<file path="src/rtl/mips_core_pkg.sv">
// Shared core types: branch outcome, 2-bit direction counter and its saturating update.
`ifndef ADDR_WIDTH
`define ADDR_WIDTH 32
`endif

package mips_core_pkg;
  localparam int ADDR_W         = `ADDR_WIDTH;
  localparam int BTB_INDEX_BITS = 6;

  typedef enum logic {NOT_TAKEN = 1'b0, TAKEN = 1'b1} BranchOutcome;

  typedef enum logic [1:0] {
    STRONG_NT = 2'b00,
    WEAK_NT   = 2'b01,
    WEAK_T    = 2'b10,
    STRONG_T  = 2'b11
  } CtrState;

  function automatic CtrState next_ctr(input CtrState c, input BranchOutcome o);
    CtrState n;
    n = c;
    if (o == TAKEN) begin
      if (c != STRONG_T) n = CtrState'(c + 2'b01);
    end else begin
      if (c != STRONG_NT) n = CtrState'(c - 2'b01);
    end
    return n;
  endfunction
endpackage

</file>
<file path="src/rtl/mips_core_ifc.sv">
// Fetch PC, prediction and branch resolution bundles exchanged between fetch and decode.
interface pc_ifc;
  import mips_core_pkg::*;
  logic [ADDR_W-1:0] pc;
  modport in  (input  pc);
  modport out (output pc);
endinterface

interface branch_prediction_ifc;
  import mips_core_pkg::*;
  logic              is_branch;
  logic [ADDR_W-1:0] target;
  BranchOutcome      prediction;
  modport in  (input  is_branch, target, prediction);
  modport out (output is_branch, target, prediction);
endinterface

interface branch_resolution_ifc;
  import mips_core_pkg::*;
  logic              is_branch;
  logic [ADDR_W-1:0] target;
  BranchOutcome      prediction;
  BranchOutcome      outcome;
  modport in  (input  is_branch, target, prediction, outcome);
  modport out (output is_branch, target, prediction, outcome);
endinterface

</file>
<file path="src/rtl/btb_entry_array.sv">
// Direct-mapped BTB storage: lookup and training read ports, one write port, bulk invalidate.
module btb_entry_array
  import mips_core_pkg::*;
#(
  parameter int INDEX_BITS = BTB_INDEX_BITS,
  parameter int TAG_BITS   = ADDR_W - BTB_INDEX_BITS - 2
) (
  input  logic                  clk,
  input  logic                  rst_n,
  input  logic [INDEX_BITS-1:0] lk_idx,
  output logic                  lk_valid,
  output logic [TAG_BITS-1:0]   lk_tag,
  output logic [ADDR_W-1:0]     lk_target,
  output CtrState               lk_ctr,
  input  logic [INDEX_BITS-1:0] tr_idx,
  output logic                  tr_valid,
  output logic [TAG_BITS-1:0]   tr_tag,
  output CtrState               tr_ctr,
  input  logic                  wr_en,
  input  logic [INDEX_BITS-1:0] wr_idx,
  input  logic [TAG_BITS-1:0]   wr_tag,
  input  logic [ADDR_W-1:0]     wr_target,
  input  CtrState               wr_ctr,
  input  logic                  clear
);
  localparam int ENTRIES = 1 << INDEX_BITS;

  logic [ENTRIES-1:0] valid_q, valid_d;
  CtrState            ctr_q    [ENTRIES];
  CtrState            ctr_d    [ENTRIES];
  logic [TAG_BITS-1:0] tag_q   [ENTRIES];
  logic [TAG_BITS-1:0] tag_d   [ENTRIES];
  logic [ADDR_W-1:0]  target_q [ENTRIES];
  logic [ADDR_W-1:0]  target_d [ENTRIES];

  assign lk_valid  = valid_q[lk_idx];
  assign lk_tag    = tag_q[lk_idx];
  assign lk_target = target_q[lk_idx];
  assign lk_ctr    = ctr_q[lk_idx];
  assign tr_valid  = valid_q[tr_idx];
  assign tr_tag    = tag_q[tr_idx];
  assign tr_ctr    = ctr_q[tr_idx];

  // Clear only drops valid bits; counters and payload survive for the next allocation.
  always_comb begin
    valid_d  = valid_q;
    ctr_d    = ctr_q;
    tag_d    = tag_q;
    target_d = target_q;
    if (clear) begin
      valid_d = '0;
    end else if (wr_en) begin
      valid_d[wr_idx]  = 1'b1;
      ctr_d[wr_idx]    = wr_ctr;
      tag_d[wr_idx]    = wr_tag;
      target_d[wr_idx] = wr_target;
    end
  end

  always_ff @(posedge clk or negedge rst_n) begin
    if (!rst_n) begin
      valid_q <= '0;
      for (int i = 0; i < ENTRIES; i++) ctr_q[i] <= WEAK_NT;
    end else begin
      valid_q <= valid_d;
      ctr_q   <= ctr_d;
    end
  end

  always_ff @(posedge clk) begin
    tag_q    <= tag_d;
    target_q <= target_d;
  end
endmodule

</file>
<file path="src/rtl/branch_predictor.sv">
// Fetch-side BTB predictor: zero-latency lookup, per-cycle training from decode, branch stats.
module branch_predictor
  import mips_core_pkg::*;
#(
  parameter int INDEX_BITS = BTB_INDEX_BITS,
  parameter int TAG_BITS   = ADDR_W - INDEX_BITS - 2
) (
  input  logic                     clk,
  input  logic                     rst_n,
  pc_ifc.in                        i_pc,
  branch_prediction_ifc.out        o_prediction,
  branch_resolution_ifc.in         i_resolution,
  input  logic [ADDR_W-1:0]        i_resolve_pc,
  input  logic                     i_update_en,
  input  logic                     i_clear,
  output logic [31:0]              o_branch_count,
  output logic [31:0]              o_mispredict_count
);
  logic [INDEX_BITS-1:0] lk_idx, tr_idx;
  logic [TAG_BITS-1:0]   lk_tag, tr_tag, lk_tag_rd, tr_tag_rd;
  logic                  lk_valid, tr_valid, lk_hit, tr_hit, upd;
  logic [ADDR_W-1:0]     lk_target;
  CtrState               lk_ctr, tr_ctr, wr_ctr;
  logic [31:0]           branch_count_q, branch_count_d;
  logic [31:0]           mispredict_count_q, mispredict_count_d;
  logic                  unused_pc_bits;

  assign lk_idx = i_pc.pc[INDEX_BITS+1:2];
  assign lk_tag = i_pc.pc[ADDR_W-1:INDEX_BITS+2];
  assign tr_idx = i_resolve_pc[INDEX_BITS+1:2];
  assign tr_tag = i_resolve_pc[ADDR_W-1:INDEX_BITS+2];
  assign unused_pc_bits = ^{i_pc.pc[1:0], i_resolve_pc[1:0]};

  btb_entry_array #(.INDEX_BITS(INDEX_BITS), .TAG_BITS(TAG_BITS)) u_array (
    .clk       (clk),
    .rst_n     (rst_n),
    .lk_idx    (lk_idx),
    .lk_valid  (lk_valid),
    .lk_tag    (lk_tag_rd),
    .lk_target (lk_target),
    .lk_ctr    (lk_ctr),
    .tr_idx    (tr_idx),
    .tr_valid  (tr_valid),
    .tr_tag    (tr_tag_rd),
    .tr_ctr    (tr_ctr),
    .wr_en     (upd),
    .wr_idx    (tr_idx),
    .wr_tag    (tr_tag),
    .wr_target (i_resolution.target),
    .wr_ctr    (wr_ctr),
    .clear     (i_clear)
  );

  // No bypass: a same-cycle update to the looked-up index is seen on the next cycle.
  assign lk_hit = lk_valid && (lk_tag_rd == lk_tag);
  assign o_prediction.is_branch  = lk_hit;
  assign o_prediction.target     = lk_hit ? lk_target : '0;
  assign o_prediction.prediction = (lk_hit && lk_ctr[1]) ? TAKEN : NOT_TAKEN;

  assign upd    = i_update_en && i_resolution.is_branch && !i_clear;
  assign tr_hit = tr_valid && (tr_tag_rd == tr_tag);

  always_comb begin
    if (tr_hit) wr_ctr = next_ctr(tr_ctr, i_resolution.outcome);
    else        wr_ctr = (i_resolution.outcome == TAKEN) ? WEAK_T : WEAK_NT;
  end

  always_comb begin
    branch_count_d     = branch_count_q;
    mispredict_count_d = mispredict_count_q;
    if (upd) begin
      branch_count_d = branch_count_q + 32'd1;
      if (i_resolution.prediction != i_resolution.outcome)
        mispredict_count_d = mispredict_count_q + 32'd1;
    end
  end

  always_ff @(posedge clk or negedge rst_n) begin
    if (!rst_n) begin
      branch_count_q     <= '0;
      mispredict_count_q <= '0;
    end else begin
      branch_count_q     <= branch_count_d;
      mispredict_count_q <= mispredict_count_d;
    end
  end

  assign o_branch_count     = branch_count_q;
  assign o_mispredict_count = mispredict_count_q;
endmodule

</file>
<file path="src/flat_wrapper.sv">
// flat-port wrapper written by rule: the top's interface ports become plain ports
module branch_predictor_flat import mips_core_pkg::*;
#(
  parameter int INDEX_BITS = BTB_INDEX_BITS,
  parameter int TAG_BITS   = ADDR_W - INDEX_BITS - 2
)
  (clk, rst_n, i_resolve_pc, i_update_en, i_clear, o_branch_count, o_mispredict_count, i_pc_pc, o_prediction_is_branch, o_prediction_target, o_prediction_prediction, i_resolution_is_branch, i_resolution_target, i_resolution_prediction, i_resolution_outcome);
  pc_ifc i_pc_i ();
  branch_prediction_ifc o_prediction_i ();
  branch_resolution_ifc i_resolution_i ();
  input  logic clk;
  input  logic rst_n;
  input  logic [ADDR_W-1:0] i_resolve_pc;
  input  logic i_update_en;
  input  logic i_clear;
  output logic [31:0] o_branch_count;
  output logic [31:0] o_mispredict_count;
  input wire logic [$bits(i_pc_i.pc)-1:0] i_pc_pc;
  output wire logic [$bits(o_prediction_i.is_branch)-1:0] o_prediction_is_branch;
  output wire logic [$bits(o_prediction_i.target)-1:0] o_prediction_target;
  output wire logic [$bits(o_prediction_i.prediction)-1:0] o_prediction_prediction;
  input wire logic [$bits(i_resolution_i.is_branch)-1:0] i_resolution_is_branch;
  input wire logic [$bits(i_resolution_i.target)-1:0] i_resolution_target;
  input wire logic [$bits(i_resolution_i.prediction)-1:0] i_resolution_prediction;
  input wire logic [$bits(i_resolution_i.outcome)-1:0] i_resolution_outcome;
  assign i_pc_i.pc = i_pc_pc;
  assign o_prediction_is_branch = o_prediction_i.is_branch;
  assign o_prediction_target = o_prediction_i.target;
  assign o_prediction_prediction = o_prediction_i.prediction;
  assign i_resolution_i.is_branch = i_resolution_is_branch;
  assign i_resolution_i.target = i_resolution_target;
  assign i_resolution_i.prediction = i_resolution_prediction;
  assign i_resolution_i.outcome = i_resolution_outcome;
  branch_predictor #(.INDEX_BITS(INDEX_BITS), .TAG_BITS(TAG_BITS)) u_core (.clk(clk), .rst_n(rst_n), .i_pc(i_pc_i), .o_prediction(o_prediction_i), .i_resolution(i_resolution_i), .i_resolve_pc(i_resolve_pc), .i_update_en(i_update_en), .i_clear(i_clear), .o_branch_count(o_branch_count), .o_mispredict_count(o_mispredict_count));
endmodule
</file>
<file path="config.mk">
export PLATFORM = sky130hd
export DESIGN_NAME = branch_predictor_flat
export DESIGN_NICKNAME = d
export VERILOG_FILES = /design/src/rtl/mips_core_pkg.sv /design/src/rtl/mips_core_ifc.sv /design/src/rtl/btb_entry_array.sv /design/src/rtl/branch_predictor.sv /design/src/flat_wrapper.sv
export SDC_FILE = /design/constraint.sdc
export NUM_CORES = 2
export LEC_CHECK = 0
export ABC_AREA = 0
export BUFFER_PORTS_ARGS = -buffer_cell sky130_fd_sc_hd__buf_2
export CAP_MARGIN = 20
export CORE_MARGIN = 4
export CORE_UTILIZATION = 60
export CTS_CLUSTER_SIZE = 8
export DETAILED_ROUTE_END_ITERATION = 10
export GPL_TIMING_DRIVEN = 1
export PLACE_DENSITY_LB_ADDON = 0.25
export SYNTH_ARGS = -nofsm -noshare
export SYNTH_HDL_FRONTEND = slang
export SYNTH_SLANG_ARGS = --single-unit
export TNS_END_PERCENT = 1
</file>
<file path="constraint.sdc">
create_clock -name clk -period 4.7 [get_ports clk]
set_input_delay 0.235 -clock clk [delete_from_list [all_inputs] [get_ports clk]]
set_output_delay 0.235 -clock clk [all_outputs]
set_load 0.05 [all_outputs]
</file>
Word-level counts from Yosys, hierarchy flattened. Cells that the tools add are included.

Register bits: 3840. Latch bits: 0. Logic and storage cells: 264. Output and inout bits: 98. RAM bits: 0. Input port bits: 103. ROM bits: 0. Memories kept: 0.

Bitwise operators: 4. Divide/modulo/power cells: 0. Multipliers: 0. Multiplexer cells: 39. Magnitude comparators: 6. Add/sub/neg operators: 4. Reductions and logical operators: 12. Equality and inequality tests: 4. Shift-type cells: 0.

Operator list (count): 2048-bit bitwise mux (1); 1536-bit bitwise mux (1); 24-bit binary-select mux with 6-bit select (2); 32-bit binary-select mux with 6-bit select (1); 32-bit demux with 6-bit select (1); 24-bit demux with 6-bit select (1); 128-bit bitwise mux (1); 32-bit two-way mux (4); 64-bit two-way mux (2); 24-bit two-way mux (5); 32-bit by 1-bit adder with 32-bit output, second input constant (2); 64-bit bitwise OR (1); 24-bit == test (2); 2-bit binary-select mux with 6-bit select (2); 2-bit two-way mux (10); 7-bit >= comparator, second input constant (2); 6-bit by 7-bit less-than comparator with 1-bit output, second input constant (2); 6-bit NOT with 7-bit output (2); 1-bit binary-select mux with 6-bit select (2); 2-bit demux with 6-bit select (1); 1-bit logical AND (7); 7-bit by 1-bit less-than comparator with 1-bit output, second input constant (1); 1-bit demux with 6-bit select (1); 6-bit by 1-bit >= comparator with 1-bit output, second input constant (1); 9 further kinds (14).

Longest topological paths before layout.
Depth in word-level cells: 9. Mapped depth: 19.

By module. A second synthesis with hierarchy kept.

Cells, all modules: 7645. Area, all modules: 161591.2 um2.

Modules (own cells, without submodules): btb_entry_array (area each 157850.1 um2, times used 1, sequential area each 112507.9 um2, cells each 7284); branch_predictor (area each 3741.1 um2, times used 1, sequential area each 1601.5 um2, cells each 361).

Worst setup path after synthesis. Ideal clock, no wire load.

Path type: input to output. From: in i_pc_pc[3]. To: out o_prediction_target[14]. Stages on the path: 13. Arrival: 4.648 ns. Setup slack: -0.183 ns. Required time: 4.465 ns. Cell sequence: buf_2 -> buf_2 -> buf_1 -> buf_1 -> mux4_2 -> mux4_2 -> a211oi_1 -> a21oi_1 -> xor2_1 -> nor4_1 -> nand4_1 -> clkbuf_1 -> a211oi_1.

Word-level cells in the longest chain between the ends: 7. Elaborated cells on any way between the ends: 12. Classes of those cells: eq/ne (1); mux (9); bitwise (1); reduce/logical (1).

Ends and longest elaborated chain: start: declaration (line flat_wrapper.sv:18) `input wire logic [$bits(i_pc_i.pc)-1:0] i_pc_pc;`; 6-bit NOT with 7-bit output (not written as such) (line btb_entry_array.sv:37, btb_entry_array.sv:38); 24-bit binary-select mux with 6-bit select (line btb_entry_array.sv:37) `assign lk_tag = tag_q[lk_idx];`; 24-bit two-way mux (not written as such) (2 in a row) (line btb_entry_array.sv:37); 24-bit == test (line branch_predictor.sv:55) `assign lk_hit = lk_valid && (lk_tag_rd == lk_tag);`; 1-bit logical AND (line branch_predictor.sv:55); 32-bit two-way mux (*) (line branch_predictor.sv:57) `assign o_prediction.target = lk_hit ? lk_target : '0;`; end: declaration (line flat_wrapper.sv:20) `output wire logic [$bits(o_prediction_i.target)-1:0] o_prediction_target;`.

Every way passes the cells marked *; elsewhere a longest branch is shown, timed or not. The select of a mux whose other input is x is not followed.

Worst setup path in the final report.
From: reg u_core.u_array.tag_q[942] in the netlist's numbering. To: out o_prediction_target[26].

Word-level cells in the longest chain between the ends: 6.

Ends and longest elaborated chain: start: declaration (line btb_entry_array.sv:31) `logic [TAG_BITS-1:0] tag_q [ENTRIES];`; start signal: assignment (line btb_entry_array.sv:71) `tag_q <= tag_d;`; 24-bit binary-select mux with 6-bit select (line btb_entry_array.sv:37); 24-bit two-way mux (not written as such) (2 in a row) (line btb_entry_array.sv:37); 24-bit == test (line branch_predictor.sv:55); 1-bit logical AND (line branch_predictor.sv:55); 32-bit two-way mux (line branch_predictor.sv:57).

No other way between the ends. The select of a mux whose other input is x is not followed.

==> reports/results.ini <==
[run_status]
violations = hold timing, setup timing
status = complete, but fails checks

[worst_setup_path]
reg2reg_depth = 13
crit_arrival_ns = 5.20
cp_top_family = multiplexers
path_max_fanout = 10
startpoint_type = flip-flop
ff2ff_setup_slack_ns = 0.70
crit_required_ns = 4.47
cpMostUsedCell = mux4_2
regToRegEndpoint = u_core.u_array.ctr_q[23]$_DFFE_PN0P_
max_stage_delay_ns = 0.60
crit_buf_inv = 5
worstPathCellList = mux4_2 -> mux4_2 -> mux4_2 -> xnor2_2 -> nand4_1 -> nor3_4 -> buf_6 -> nand4_1 -> buf_6 -> buf_16 -> a211oi_4 -> buf_4 -> buf_12
r2r-start = u_core.u_array.tag_q[205]$_DFFE_PP_
crit_type = flip-flop to output pin
end_kind = output pin
cp_slowest_cell = mux4_2

[power_and_ir_drop]
pwr-share-comb_pct = 6.4
power_uw = 78900
p_switching_uw = 18000
clkPwrFrac_pct = 45.7
vdd_drop_max_uv = 362
seqPwrFrac_pct = 47.8
p_leak_uw = 0.0626
swShare_pct = 22.7
internal_power_uw = 61000
p_per_area_nw_per_um2 = 418

[grt]
grt_pass1_vias = 96245
antenna_found_initial = 31
groute.usage.overall_pct = 39.3
grt_max_degree = 111
globalRouteOverflowTotal = 0
grt_first_pass_wirelength_mm = 762

[yosys]
yosysTopAreaCellShare_pct = 66.2
synth_top_family_by_area = multiplexers
syn-cell-area_um2 = 163000
synth_area_leader_cell = edfxtp_1
yosys_warnings = 0
ys_async_sr_fraction_pct = 6.67
synth_compound_area_share_pct = 3.40
postSynthAreaPerCell_um2 = 20.7
synthSimpleGateAreaFrac_pct = 1.98
synth_edf_count = 3584
yosysUniqueCellTypes = 84
synth-seq-area-share_pct = 70.2
synthAdderAreaFrac_pct = 0.0154
synthCells = 7869
synth_nets = 7974
synth_xor_xnor_area_share_pct = 0.571
ys_ff_latch = 3840
synth_area_leaders = edfxtp_1, mux4_2, dfrtp_1, mux2i_1, dfstp_2
synthMuxAreaShare_pct = 21.9
synth-main-ff-cell = edfxtp_1

[timing]
fin_ws_ns = -0.731
slew_headroom_pct = 18.4
finalMaxSlewViolations = 0
rsz0062_at_grt = yes
hold_slack_ns = -0.0217
fmax_ghz = 0.184
setup-tns-final_ns = -19.69
finalSetupViolations = 34
finalCritPeriodShare_pct = 116
finalCriticalPeriod_ns = 5.43
finClkSkew_ns = 0.0744
hold_viol = 12
tightest_slew_ns = 1.22

[clock_network]
clockRootBuffer = clkbuf_16
clk_path_buf_depth = 4
clk_latency_ns = 1.07
cts_buffers = 551
cts_htree_levels = 6
cts_sinks = 3840
clk_pin_slew_worst_paths_ns = 0.05
tritoncts = done

[routing]
drtIter0Drc = 17322
routed_via_density = 7.81
routed_wl_mm = 549
drcViolationCount = 0
wl_per_cell_um = 44.2
drtPass1Iterations = 9
ant_nets = 0
vias = 96844

[worst_hold_path]
whs_endpoint = u_core.u_array.target_q[271]$_DFFE_PP_
min-delay-start = i_resolution_target[15]
min_path_type = input port to flip-flop
min_delay_path_depth = 2

[floorplan]
dieArea_um2 = 279000
fp-row-count = 190
dieHeight_um = 528
fp.coreArea_um2 = 269000
die_w_um = 528
start_util_pct = 60.5
io_pins = 201

[cells_and_area]
stdcell_count = 12396
final_area_um2 = 189000
nets = 8796
layout-drive-gt1-share_pct = 34.2
area_growth_pct = 16.2

[run]
maxCapViolCount = 0

[placed_design]
post-place-cells = 11605
placedInstanceArea_um2 = 172000
portBuffers = 196
dp_slack_ns = -0.496
dp_hpwl_mm = 295
gp_congestion = 0.931

-- power by group through the flow --
stage	Clock, uW	Combinational, uW	Sequential, uW
floorplan	0	2770	38500
global placement	0	4670	38400
detailed placement	0	4760	38400
CTS	36100	4920	37800
global route	37900	5220	37700
finish	36100	5070	37800
-- layout make-up --
type,instances,area (um^2)
Sequential cell,3840,114000
Fill cell,15469,80000
Multi-Input combinational cell,3356,45700
Clock buffer,628,14200
Timing Repair Buffer,805,8590
Tap cell,3552,4440
Clock inverter,56,1010
Inverter,137,835
Antenna cell,22,55.1
-- per-layer routing --
layer	part of all wire, %	global-route usage [%]
met2	45	57.6
met3	15	13.5
met5	0.046	0
met1	32	51.4
met4	7.6	24.1
-- placed cells by master (no fill, tap or decap), types with 15 or more instances in the layout --
cell / n
nor3_1: 16
o31ai_2: 60
mux2_2: 58
dfrtp_1: 192
nor2b_1: 21
nor2_1: 125
a211oi_1: 19
mux4_2: 1344
o21ai_0: 107
o22ai_1: 40
inv_6: 77
clkbuf_1: 72
buf_2: 152
nand3_1: 109
clkbuf_16: 555
buf_12: 204
nor2b_4: 17
a21oi_1: 45
inv_1: 69
xor2_1: 39
a221oi_1: 78
nand2_1: 219
diode_2: 22
buf_4: 359
xnor2_1: 61
nand4_1: 39
clkinv_8: 15
mux2i_1: 451
edfxtp_1: 3584
dfstp_2: 64
dlygate4sd3_1: 64
a22oi_1: 211
a31oi_1: 78
-- state kept, by name, indices dropped and copies added, names as in the netlist --
register / flops
u_core.u_array.target_q: 2048
u_core.u_array.tag_q: 1536
u_core.u_array.ctr_q: 128
u_core.u_array.valid_q: 64
u_core.o_branch_count: 32
u_core.o_mispredict_count: 32
-- kinds of logic (layout without fill, tap and decap cells) --
logic type / Yosys count / in the layout
buffers and inverters: 673 / 1626
DFF: 3840 / 3840
muxes: 1860 / 1860
adders and majority gates: 2 / 2
and+or+nand+nor: 654 / 654
AOI/OAI and AO/OA: 734 / 734
other: 0 / 22
xor gates and xnor gates: 106 / 106
-- timing repair --
item,4_1_cts,5_1_grt
gates resized for setup,73,8
buffers inserted,3,0
pin swaps,3,3
gates cloned,2,0
hold buffers,65,0
endpoints found under the hold margin,3643,0
endpoints found under the setup margin,34,34
-- stage by stage --
stage,hold slack [ns],util [%]
finish,-0.0217,70.2
global route,-0.0108,70.2
CTS,0.0538,70.1
detailed placement,0.327,64.1
global placement,0.309,64.1
floorplan,-0.0606,-
-- Yosys cell counts, types with 6 or more instances --
cell / instances
nand4_1: 39
buf_6: 25
nor2_1: 127
nand3_1: 110
xnor2_1: 66
buf_4: 30
a22oi_1: 211
nor4_1: 9
mux4_2: 1344
a221oi_1: 78
xor2_1: 40
a211oi_1: 26
o31ai_1: 9
a31oi_1: 78
nor3_1: 19
buf_2: 212
nand2b_1: 9
nor2b_1: 47
o21ai_0: 107
dfstp_2: 64
a22o_1: 13
buf_1: 36
nand2_1: 219
edfxtp_1: 3584
dfrtp_1: 192
clkbuf_1: 230
o31ai_2: 60
mux4_1: 6
and3_1: 16
mux2_2: 58
inv_1: 136
o221ai_1: 8
a21oi_1: 45
nor3b_1: 6
mux2i_1: 451
o2bb2ai_1: 7
o22ai_1: 40
a221o_1: 13
-- worst max path at each step --
| stage | startpoint | endpoint | slack [ns] | cells after the start |
|---|---|---|---|---|
| floorplan | i_pc_pc[3] | o_prediction_target[14] | -0.18 | 13 |
| global placement | i_pc_pc[2] | o_prediction_target[26] | -0.62 | 14 |
| detailed placement | i_pc_pc[2] | o_prediction_target[26] | -0.50 | 15 |
| CTS | u_core.u_array.tag_q[846]$_DFFE_PP_ | o_prediction_target[6] | -0.53 | 13 |
| global route | u_core.u_array.tag_q[822]$_DFFE_PP_ | o_prediction_target[26] | -0.73 | 13 |
| finish | u_core.u_array.tag_q[942]$_DFFE_PP_ | o_prediction_target[26] | -0.73 | 13 |
No activity file was read; power rests on OpenSTA's default activity.
